## config.mk

```make
export PLATFORM = sky130hd
export DESIGN_NAME = sample_capture_fifo
export DESIGN_NICKNAME = d
export VERILOG_FILES = /design/src/rtl/sample_capture_fifo.sv
export SDC_FILE = /design/constraint.sdc
export NUM_CORES = 1
export LEC_CHECK = 0
export CAP_MARGIN = 10
export CORE_MARGIN = 2
export CORE_UTILIZATION = 25
export DETAILED_ROUTE_END_ITERATION = 7
export PLACE_DENSITY_LB_ADDON = 0.2
export SLEW_MARGIN = 20
export SYNTH_ARGS = -nofsm -noshare
export SYNTH_HDL_FRONTEND = slang
export SYNTH_SLANG_ARGS = --single-unit
```

## constraint.sdc

```tcl
create_clock -name CLK_24M -period 4.7 [get_ports CLK_24M]
set_input_delay 0.94 -clock CLK_24M [delete_from_list [all_inputs] [get_ports CLK_24M]]
set_output_delay 0.94 -clock CLK_24M [all_outputs]
set_load 0.005 [all_outputs]
```

## src/rtl/sample_capture_fifo.sv

```systemverilog
// ---------------------------------------------------------------------------
// sample_capture_fifo
//
// Captures one sample per clock-generator strobe into a small
// first-word-fall-through FIFO. It also watches the strobe cadence and
// raises sticky flags when a sample is dropped or the cadence is wrong.
//
// Parameters
//   DATA_W  sample width in bits
//   DEPTH   FIFO entries (power of 2, >= 2)
//   PERIOD  expected CLK_24M cycles between consecutive strobes
//
// Ports
//   CLK_24M            system clock, rising edge
//   reset              asynchronous, active-low reset
//   enable_sampling_3M one-cycle sample strobe
//   sample_in          sample captured on strobe cycles
//   out_data           FIFO head (0 while in reset)
//   out_valid          FIFO non-empty
//   out_ready          consumer pops the head this cycle
//   level              occupancy, 0..DEPTH
//   overflow           sticky: a strobe arrived while full with no pop
//   strobe_err         sticky: strobe gap differed from PERIOD, or a strobe was missed
//   clear              synchronous clear of both sticky flags
// ---------------------------------------------------------------------------
module sample_capture_fifo #(
    parameter int DATA_W = 8,
    parameter int DEPTH  = 4,
    parameter int PERIOD = 8
) (
    input  logic                    CLK_24M,
    input  logic                    reset,
    input  logic                    enable_sampling_3M,
    input  logic [DATA_W-1:0]       sample_in,
    output logic [DATA_W-1:0]       out_data,
    output logic                    out_valid,
    input  logic                    out_ready,
    output logic [$clog2(DEPTH):0]  level,
    output logic                    overflow,
    output logic                    strobe_err,
    input  logic                    clear
);

    localparam int AW = $clog2(DEPTH);
    localparam int LW = AW + 1;
    // The gap counter must be able to hold PERIOD+1, where it saturates.
    localparam int GW = $clog2(PERIOD + 2);

    localparam logic [LW-1:0] LVL_FULL   = LW'(DEPTH);
    localparam logic [GW-1:0] GAP_PERIOD = GW'(PERIOD);
    localparam logic [GW-1:0] GAP_MAX    = GW'(PERIOD + 1);

    localparam logic [0:0] ST_WAIT_FIRST = 1'b0;
    localparam logic [0:0] ST_TRACK      = 1'b1;

    logic [DATA_W-1:0] mem_q [DEPTH];

    logic [AW-1:0] wr_ptr_q, wr_ptr_d;
    logic [AW-1:0] rd_ptr_q, rd_ptr_d;
    logic [LW-1:0] level_q, level_d;
    logic          overflow_q, overflow_d;
    logic          strobe_err_q, strobe_err_d;
    logic [0:0]    mon_state_q, mon_state_d;
    logic [GW-1:0] gap_q, gap_d;

    logic full;
    logic pop;
    logic push;
    logic drop;
    logic cadence_err;

    assign out_valid  = (level_q != '0);
    assign full       = (level_q == LVL_FULL);
    assign level      = level_q;
    assign overflow   = overflow_q;
    assign strobe_err = strobe_err_q;

    // Storage is not reset; out_data is forced to zero while reset is held.
    assign out_data = reset ? mem_q[rd_ptr_q] : '0;

    always_comb begin
        pop  = out_valid && out_ready;
        // A pop in the same cycle frees the slot, so a full FIFO still accepts.
        push = enable_sampling_3M && (!full || pop);
        drop = enable_sampling_3M && full && !pop;

        wr_ptr_d = push ? wr_ptr_q + 1'b1 : wr_ptr_q;
        rd_ptr_d = pop  ? rd_ptr_q + 1'b1 : rd_ptr_q;

        level_d = level_q;
        if (push && !pop) begin
            level_d = level_q + 1'b1;
        end else if (pop && !push) begin
            level_d = level_q - 1'b1;
        end

        // gap_q holds the cycle distance from the last strobe to the
        // current cycle; it restarts at 1 on the cycle after each strobe.
        mon_state_d = mon_state_q;
        gap_d       = gap_q;
        cadence_err = 1'b0;
        if (enable_sampling_3M) begin
            mon_state_d = ST_TRACK;
            gap_d       = GW'(1);
            if (mon_state_q == ST_TRACK && gap_q != GAP_PERIOD) begin
                cadence_err = 1'b1;
            end
        end else if (mon_state_q == ST_TRACK && gap_q != GAP_MAX) begin
            gap_d = gap_q + 1'b1;
            // Expected strobe cycle passed without a strobe. Firing only on
            // the step to PERIOD+1 lets clear take effect while strobes stay absent.
            if (gap_q == GAP_PERIOD) begin
                cadence_err = 1'b1;
            end
        end

        // A setting event wins over a coincident clear.
        overflow_d   = (overflow_q   && !clear) || drop;
        strobe_err_d = (strobe_err_q && !clear) || cadence_err;
    end

    always_ff @(posedge CLK_24M) begin
        if (push) begin
            mem_q[wr_ptr_q] <= sample_in;
        end
    end

    always_ff @(posedge CLK_24M or negedge reset) begin
        if (!reset) begin
            wr_ptr_q     <= '0;
            rd_ptr_q     <= '0;
            level_q      <= '0;
            overflow_q   <= 1'b0;
            strobe_err_q <= 1'b0;
            mon_state_q  <= ST_WAIT_FIRST;
            gap_q        <= '0;
        end else begin
            wr_ptr_q     <= wr_ptr_d;
            rd_ptr_q     <= rd_ptr_d;
            level_q      <= level_d;
            overflow_q   <= overflow_d;
            strobe_err_q <= strobe_err_d;
            mon_state_q  <= mon_state_d;
            gap_q        <= gap_d;
        end
    end

endmodule

```

==> results.yml <==
cells_and_area:
  final_common_cell: "edfxtp_1"
  multi_input_area_um2: 641
  seq_area_um2: 1310
  fin_util_pct: 31.7
  num_antenna_cells: 0
  n_fill_cell: 781
  area_growth_pct: 22.7
  most-common-layout-cells: "edfxtp_1 (32), clkdlybuf4s50_1 (26), dfrtp_1 (14)"
  fin_area_um2: 2460
  nNetsFinal: 172
  stdcell_count: 253
  drive_gt1_share_pct: 13.9
timing:
  holdWs_ps: 510
  relSlewSlack_pct: 56.8
  setup_viol_count_final: 0
  timing.final.hold_violations: 0
  fin_ws_ps: 1430
  fin_crit_ps: 3270
  rsz0062_at_grt: "no"
  fmax_mhz: 306
  worst_slew_pin_slew_ps: 649
  period_share_pct: 69.6
  drv_slew: 0
  setup-tns-final_ps: 0
  skew_ps: 4.99
clock_network:
  clk_pin_slew_ps: 80
  htreeDepth: 2
  root_buffer: "clkbuf_8"
  clock-sinks: 46
  cts_resized: 0
  tritoncts: "done"
  clk_latency_ps: 290
  cts_hold_buf: 0
  numCtsBuffers: 5
  cts_setup_buffers: 0
  clockBufferDepth: 2
place:
  io_buffers: 26
  preCtsSetupSlack_ps: 1300
  dpl_cell_area_um2: 2370
  gp_congestion: 0.708
  placed_cells_incl_taps: 245
  dp_hpwl_um: 2390
detailed_routing:
  vias: 1051
  drc: 0
  dr.first_iter.drc_count: 17
  post_drt_via_cell_ratio: 4.15
  ant_nets: 0
  detail_route.wl_per_cell_um: 13.7
  firstDrtPassIters: 4
  wl_um: 3480
floorplan:
  core_um2: 7770
  die-height_um: 93.5
  initial_core_util_pct: 25.8
  placementRows: 32
  dieArea_um2: 8750
  die_width_um: 93.5
  io_pins: 27
synth:
  yosysTopAreaCellShare_pct: 47.9
  synth-seq-cells: 46
  syn_area_um2: 2000
  synth_top_area_cell: "edfxtp_1"
  synthTopCellsByArea: "edfxtp_1 (48%), dfrtp_1 (17%), mux4_2 (9.0%)"
  avgSynthCellArea_um2: 16.7
  yosysWarnings: 0
  syn_inst: 120
  ys_seq_area_share_pct: 65.4
  syn_nets: 142
  synth_cell_types: 32
setup_path:
  crit_path_max_incr_delay_ps: 500
  worstPathCellList: "clkdlybuf4s50_1, buf_4, and2_1, clkdlybuf4s50_1"
  crit_family: "buffers and inverters"
  crit_path_max_fanout: 22
  crit_type: "in -> out"
  path_common_cell: "clkdlybuf4s50_1"
  worst_path_max_delay_cell: "clkdlybuf4s50_1"
  cp.arrival_ps: 2330
  cp-end-kind: "output port"
  cp-start-kind: "input pin"
  crit_required_ps: 3760
  crit_buf_inv: 3
global_route:
  track_usage_pct: 8.90
  grt_pass1_vias: 1165
  antenna_found_initial: 0
  grt.overflow.total: 0
  grt_pass1_wl_um: 5790
  grt_max_degree: 23
pwr:
  peakVddDrop_uv: 127
  power.total_mw: 1.24
  cellPowerDensity_nw_per_um2: 503
  leakagePower_nw: 0.891
status:
  outcome: "finished, final reports clean"
flow_run:
  drv_cap: 0
min_path:
  hold_class: "reg -> reg"
[flip-flops by register name (all words and copies together) (netlist names)]
name / count
mem_q: 32
gap_q: 4
level: 3
rd_ptr_q: 2
wr_ptr_q: 2
mon_state_q: 1
overflow: 1
strobe_err: 1
[cell families (layout without fill, tap and decap cells)]
family	Yosys count	count (layout)	synth area share [%]
xor+xnor	7	7	3.06
buf+inv	11	42	2.62
fa+ha+maj	9	9	5.99
flops	46	46	65.4
simple gates	29	29	9.30
mux	12	12	11.3
compound gates	6	6	2.31
[layer usage]
layer | global-route usage [%] | vias to the layer above | wire [um]
li1 | - | 494 | -
met1 | 9.03 | 537 | 1290
met2 | 17.1 | 18 | 2030
met3 | 2.74 | 2 | 145
met4 | 2.90 | 0 | 17
met5 | 0 | - | 0
[worst paths after layout]
check	from	end	slack, ps	cells after the start
max	reset	out_data[2]	1430	4
min	strobe_err$_DFF_PN0_	strobe_err$_DFF_PN0_	510	2
max reg2reg	level[0]$_DFFE_PN0P_	level[2]$_DFFE_PN0P_	2440	8
min reg2reg	strobe_err$_DFF_PN0_	strobe_err$_DFF_PN0_	510	2
max in group asynchronous	reset	wr_ptr_q[1]$_DFFE_PN0P_	3510	2
min in group asynchronous	reset	strobe_err$_DFF_PN0_	980	2
[worst min-delay path, cell delays in order, from the launching register on]
cell	delay, ps
dfrtp_1	360
a32oi_1	50
o21ai_0	60
[Yosys cell counts (all sizes together)]
cell and count:
nand3b 1, a211oi 1, xnor2 4, clkbuf 2
dfrtp 14, and2 12, nor4b 1, mux2i 2
nand2 1, edfxtp 32, xor2 3, nand4 1
nor2b 2, a22o 1, fa 1, or3 1
nand3 1, a32oi 1, inv 7, mux4 8
o21ai 1, nor2 5, a31o 1, nand2b 2
or2 1, mux2 2, nand4b 1, buf 2
ha 8, a21boi 1
[power breakdown]
part	internal [mW]	total, mW	switching, mW
Clock	0.102	0.225	0.124
Combinational	0.243	0.384	0.141
Sequential	0.533	0.628	0.0950
[layout make-up]
class,instances,area share (%)
Inverter,7,1.07
Tap cell,102,5.19
Sequential cell,46,53.3
Multi-Input combinational cell,63,26.1
Clock buffer,5,2.80
Timing Repair Buffer,27,10.9
Clock inverter,3,0.662
Power figures use the tool's default switching activity.
